$ cat src/rtl/hazard_ctrl.sv
// Pipeline hazard controller: load-use interlock, taken-branch squash and data-memory wait with timeout.
// Optional performance counters are built when HAZARD_PERF_EN is defined.
module hazard_ctrl #(
  parameter int REG_ADDR_WIDTH = 5,
  parameter int FLUSH_CYCLES   = 2,
  parameter int MEM_TIMEOUT    = 256
`ifdef HAZARD_PERF_EN
  ,parameter int CNT_WIDTH     = 32
`endif
) (
  input  logic                      clk,
  input  logic                      rst_n,
  input  logic [REG_ADDR_WIDTH-1:0] id_rs1_addr,
  input  logic [REG_ADDR_WIDTH-1:0] id_rs2_addr,
  input  logic                      id_uses_rs1,
  input  logic                      id_uses_rs2,
  input  logic                      ex_mem_rd_en,
  input  logic [REG_ADDR_WIDTH-1:0] ex_reg_wr_addr,
  input  logic                      ex_branch_taken,
  input  logic                      dmem_busy,
  output logic                      pc_stall,
  output logic                      if_id_stall,
  output logic                      if_id_flush,
  output logic                      id_ex_stall,
  output logic                      id_ex_flush,
  output logic                      ex_mem_stall,
  output logic                      mem_timeout
`ifdef HAZARD_PERF_EN
  ,output logic [CNT_WIDTH-1:0]     stall_cycles,
  output logic [CNT_WIDTH-1:0]      flush_events
`endif
);

  localparam int FW = $clog2(FLUSH_CYCLES + 1);
  localparam int TW = $clog2(MEM_TIMEOUT);
  localparam logic [FW-1:0] FCNT_INIT = FW'(FLUSH_CYCLES - 1);
  localparam logic [FW-1:0] FCNT_ONE  = FW'(1);
  localparam logic [TW-1:0] TCNT_LAST = TW'(MEM_TIMEOUT - 1);
  localparam logic [TW-1:0] TCNT_ONE  = TW'(1);

  typedef enum logic [1:0] {
    ST_RUN      = 2'd0,
    ST_FLUSH    = 2'd1,
    ST_MEM_WAIT = 2'd2
  } state_t;

  state_t          state_q, state_d;
  logic [FW-1:0]   fcnt_q, fcnt_d;
  logic [TW-1:0]   tcnt_q, tcnt_d;

  logic load_use;
  logic resolve_run;
  logic pc_stall_c, if_id_stall_c, if_id_flush_c, id_ex_stall_c, id_ex_flush_c;
  logic ex_mem_stall_c, mem_timeout_c;

  assign load_use = ex_mem_rd_en && (ex_reg_wr_addr != '0) &&
                    ((id_uses_rs1 && (id_rs1_addr == ex_reg_wr_addr)) ||
                     (id_uses_rs2 && (id_rs2_addr == ex_reg_wr_addr)));

  always_comb begin
    state_d        = state_q;
    fcnt_d         = fcnt_q;
    tcnt_d         = tcnt_q;
    resolve_run    = 1'b0;
    pc_stall_c     = 1'b0;
    if_id_stall_c  = 1'b0;
    if_id_flush_c  = 1'b0;
    id_ex_stall_c  = 1'b0;
    id_ex_flush_c  = 1'b0;
    ex_mem_stall_c = 1'b0;
    mem_timeout_c  = 1'b0;

    case (state_q)
      ST_RUN: begin
        if (dmem_busy) begin
          pc_stall_c     = 1'b1;
          if_id_stall_c  = 1'b1;
          id_ex_stall_c  = 1'b1;
          ex_mem_stall_c = 1'b1;
          state_d        = ST_MEM_WAIT;
          tcnt_d         = TCNT_ONE;
        end else begin
          resolve_run = 1'b1;
        end
      end
      ST_FLUSH: begin
        if_id_flush_c = 1'b1;
        id_ex_flush_c = 1'b1;
        if (dmem_busy) begin
          pc_stall_c     = 1'b1;
          ex_mem_stall_c = 1'b1;
        end else begin
          fcnt_d = fcnt_q - FCNT_ONE;
          if (fcnt_q == FCNT_ONE) state_d = ST_RUN;
        end
      end
      ST_MEM_WAIT: begin
        if (dmem_busy) begin
          if (tcnt_q == TCNT_LAST) begin
            mem_timeout_c = 1'b1;
            state_d       = ST_RUN;
            tcnt_d        = '0;
          end else begin
            pc_stall_c     = 1'b1;
            if_id_stall_c  = 1'b1;
            id_ex_stall_c  = 1'b1;
            ex_mem_stall_c = 1'b1;
            tcnt_d         = tcnt_q + TCNT_ONE;
          end
        end else begin
          // Release cycle behaves as RUN so a branch or load held in EX during the wait is still honoured.
          state_d     = ST_RUN;
          tcnt_d      = '0;
          resolve_run = 1'b1;
        end
      end
      default: begin
        state_d = ST_RUN;
        fcnt_d  = '0;
        tcnt_d  = '0;
      end
    endcase

    if (resolve_run) begin
      if (ex_branch_taken) begin
        if_id_flush_c = 1'b1;
        id_ex_flush_c = 1'b1;
        if (FLUSH_CYCLES > 1) begin
          state_d = ST_FLUSH;
          fcnt_d  = FCNT_INIT;
        end
      end else if (load_use) begin
        pc_stall_c    = 1'b1;
        if_id_stall_c = 1'b1;
        id_ex_flush_c = 1'b1;
      end
    end
  end

  always_ff @(posedge clk or negedge rst_n) begin
    if (!rst_n) begin
      state_q <= ST_RUN;
      fcnt_q  <= '0;
      tcnt_q  <= '0;
    end else begin
      state_q <= state_d;
      fcnt_q  <= fcnt_d;
      tcnt_q  <= tcnt_d;
    end
  end

  // Outputs are gated by rst_n so they drop the instant reset asserts.
  assign pc_stall     = rst_n & pc_stall_c;
  assign if_id_stall  = rst_n & if_id_stall_c;
  assign if_id_flush  = rst_n & if_id_flush_c;
  assign id_ex_stall  = rst_n & id_ex_stall_c;
  assign id_ex_flush  = rst_n & id_ex_flush_c;
  assign ex_mem_stall = rst_n & ex_mem_stall_c;
  assign mem_timeout  = rst_n & mem_timeout_c;

`ifdef HAZARD_PERF_EN
  logic [CNT_WIDTH-1:0] stall_cycles_q, stall_cycles_d;
  logic [CNT_WIDTH-1:0] flush_events_q, flush_events_d;
  logic                 flush_accept;

  assign flush_accept = (state_q == ST_RUN) && !dmem_busy && ex_branch_taken;

  always_comb begin
    stall_cycles_d = stall_cycles_q;
    flush_events_d = flush_events_q;
    if (pc_stall && (stall_cycles_q != '1)) stall_cycles_d = stall_cycles_q + 1'b1;
    if (flush_accept && (flush_events_q != '1)) flush_events_d = flush_events_q + 1'b1;
  end

  always_ff @(posedge clk or negedge rst_n) begin
    if (!rst_n) begin
      stall_cycles_q <= '0;
      flush_events_q <= '0;
    end else begin
      stall_cycles_q <= stall_cycles_d;
      flush_events_q <= flush_events_d;
    end
  end

  assign stall_cycles = stall_cycles_q;
  assign flush_events = flush_events_q;
`endif

endmodule
$ cat config.mk
export PLATFORM = sky130hd
export DESIGN_NAME = hazard_ctrl
export DESIGN_NICKNAME = d
export VERILOG_FILES = /design/src/rtl/hazard_ctrl.sv
export SDC_FILE = /design/constraint.sdc
export NUM_CORES = 1
export LEC_CHECK = 0
export CORE_AREA = 2 2 50 52
export DETAILED_ROUTE_END_ITERATION = 7
export DIE_AREA = 0 0 52 54
export PLACE_DENSITY = 0.81
export SETUP_SLACK_MARGIN = 0.15
export SLEW_MARGIN = 20
export SYNTH_ARGS = -nofsm -noshare
export SYNTH_HDL_FRONTEND = slang
export SYNTH_SLANG_ARGS = --single-unit
$ cat constraint.sdc
create_clock -name clk -period 1.3 [get_ports clk]
set_clock_uncertainty 0.1 [all_clocks]
set_input_delay 0.195 -clock clk [delete_from_list [all_inputs] [get_ports clk]]
set_output_delay 0.195 -clock clk [all_outputs]
set_load 0.01 [all_outputs]
==> impl_metrics.toml <==
[floorplanning]
die_h_um = 54
initial_core_util_pct = 37.59
rows = 18
num_io_pins = 29
die_area_sq_um = 2808
core_area_sq_um = 2320
die_w_um = 52

[cts]
cts_root_buf = "clkbuf_4"
clock_path_buffers = 2
htree_num_levels = 1
cts_tree = "built"
numCtsBuffers = 3
cts.sinks = 12
clk-insertion-delay-late_ns = 0.26
clkTransAtPathRegs_ns = 0.07

[placed_design]
gp_congestion = 0.7889
hpwl_um = 1989
port_buffers = 28
place_ws_ns = -1.130

[finish]
area_delta_synth_final_pct = 111.8
n_fill_cell = 124
seq_area_sq_um = 301.5
nets = 189
insertedDiodeCount = 0
multi_input_area_sq_um = 808.3
drive_above_1_share_pct = 59.76

[job]
max-cap-violations = 0

[critical_path]
slowest_stage = "or4b_4"
cpPeakStageDelay_ns = 0.53
r2r_slack_ns = -0.41
startpoint_type = "input port"
critPathRequiredTime_ns = 1.00
crit_path_end_kind = "primary output"
crit_path_end = "if_id_stall"
reg2regPathDepth = 9
worstPathArrival_ns = 1.64
path_class = "in2out"
rr_endpoint = "tcnt_q[6]$_DFFE_PN0P_"
r2r_start = "state_q[0]$_DFF_PN0_"
cp-startpoint = "ex_reg_wr_addr[3]"
critical_path.cell_chain = "dlygate4sd2_1 > or4_4 > nor2_2 > or4b_4 > o21bai_2 > buf_2"
worstPathMaxFanout = 3

[min_path]
hold_class = "in2async"

[run_status]
violations = "setup timing"
outcome = "finished with violations"

[timing]
rsz0062_at_grt = "yes"
max_slew_margin_pct = 78.52
min_period_ns = 1.939
max_freq_ghz = 0.5157
fin_crit_sh_pct = 149.2
tns_ns = -6.468
timing.final.max_slew_violations = 0
finalHoldViolations = 0
setup_viol = 15
fin_ws_ns = -0.6391
worst_slew_pin_slew_ns = 0.3199
hold_slack_ns = 0.2017

[logic_synthesis]
synth-async-reset-ratio_pct = 100.0
synthCells = 96
synth-seq-cells = 12
ys.flop_type = "dfrtp_1"
yosysTopAreaCell = "dfrtp_1"
syn_nets = 120
synth.area.top_cells = "dfrtp_1, xor2_1, nor2_1"
seq_area_frac_synth_pct = 34.43
synth_area_sq_um = 872.1
netlist_top_cells_count = "xor2_1, dfrtp_1, nor2_1, nand2_1, o21ai_0"
synth.top_cell.area_share_pct = 34.43
yosysMostFrequentCell = "xor2_1"
synth_edf_count = 0
syn_area_per_cell_sq_um = 9.084
yosysWarnings = 0
ys_types = 33

[grt]
overflow = 0
antenna_found_initial = 0
grt_pass1_vias = 1036
grt_max_degree = 17
grt_pass1_wl_um = 4678
grt_use_total_pct = 23.08

[routing]
detail-route-antenna-nets = 0
vias_per_cell = 5.505
vias = 1068
drt_iter0_drc = 21
drcViolationCount = 0
firstDrtPassIters = 4
wl_um = 3977
wire_per_inst_um = 20.50

[power_and_ir_drop]
pwr_density_cell_nw_per_um2 = 1040
peakVddDrop_uv = 705.1
p_leak_uw = 0.0008223
[cell type report]
type                    instances  area share, %
repair buffers                 68          35.30
clock buffers                   4          1.965
inverters                       3         0.6098
flip-flops and latches         12          16.33
multi-input cells              77          43.77
well taps                      30          2.033
[layer usage]
layer	global-route usage (%)	wire (um)	vias up
met4	7.895	103	0
met2	48.10	2119	43
li1	-	-	480
met5	0	0	-
met1	21.58	1545	534
met3	5.278	208	11
[placed cells by master (no fill, tap or decap), types with 3 or more instances in the layout]
cell type        instances
dlymetal6s2s_1           4
buf_6                   19
o2111ai_2                3
nor2_2                   6
xor2_2                   5
dfrtp_1                 11
nand2_2                  3
inv_1                    3
buf_4                   24
clkbuf_4                 3
xor2_1                   8
o21ai_1                  3
dlygate4sd2_1            6
and4_4                   3
clkdlybuf4s50_1         11
[how the worst min path moves through the flow]
stage	depth (start not counted)	startpoint	end
final	2	rst_n	tcnt_q[2]$_DFFE_PN0P_
after global routing	2	rst_n	tcnt_q[2]$_DFFE_PN0P_
after CTS	2	rst_n	tcnt_q[0]$_DFFE_PN0P_
after detailed placement	1	fcnt_q[0]$_DFF_PN0_	fcnt_q[0]$_DFF_PN0_
after global placement	1	fcnt_q[0]$_DFF_PN0_	fcnt_q[0]$_DFF_PN0_
after floorplan	0	rst_n	fcnt_q[0]$_DFF_PN0_
[cell families after synthesis]
kind of cell    count (synthesis)  synth area share, %
simple gates                   35                23.53
compound gates                 25                20.09
xor+xnor                       15                15.07
flops                          12                34.43
buf+inv                         7                4.016
fa+ha+maj                       2                2.869
[stage by stage]
| step | utilization [%] | total power, uW | cell area [sq um] | cells |
|---|---|---|---|---|
| finish | 79.61 | 1921 | 1847 | 194 |
| global route | 79.61 | 2008 | 1847 | 194 |
| CTS | 69.47 | 1649 | 1612 | 187 |
| detailed placement | 61.33 | 1198 | 1423 | 176 |
| global placement | 61.33 | 1159 | 1423 | 176 |
| floorplan | - | 882.0 | 953.4 | 96 |
[flip-flops by register name (all words and copies together) (netlist names)]
| register | cells |
|---|---|
| tcnt_q | 8 |
| fcnt_q | 2 |
| state_q | 2 |
[critical path: cells and delay by family]
family | cells | cell delay (ns)
and+or+nand+nor | 3 | 0.76
buffers and inverters | 2 | 0.52
AOI/OAI and AO/OA | 1 | 0.16
[where the power goes]
part	switching, uW	internal [uW]
clock network	116	170
registers	80.0	442
logic	513	601
[repair_timing]
| item | 4_1_cts | 5_1_grt |
|---|---|---|
| pin swaps | 13 | 16 |
| hold buffers | 0 | 0 |
| endpoints found under the hold margin | 0 | 0 |
| resized for setup | 65 | 38 |
| gates cloned | 1 | 0 |
| endpoints found under the setup margin | 19 | 19 |
| buffers inserted | 6 | 7 |
Power figures use the tool's default switching activity.
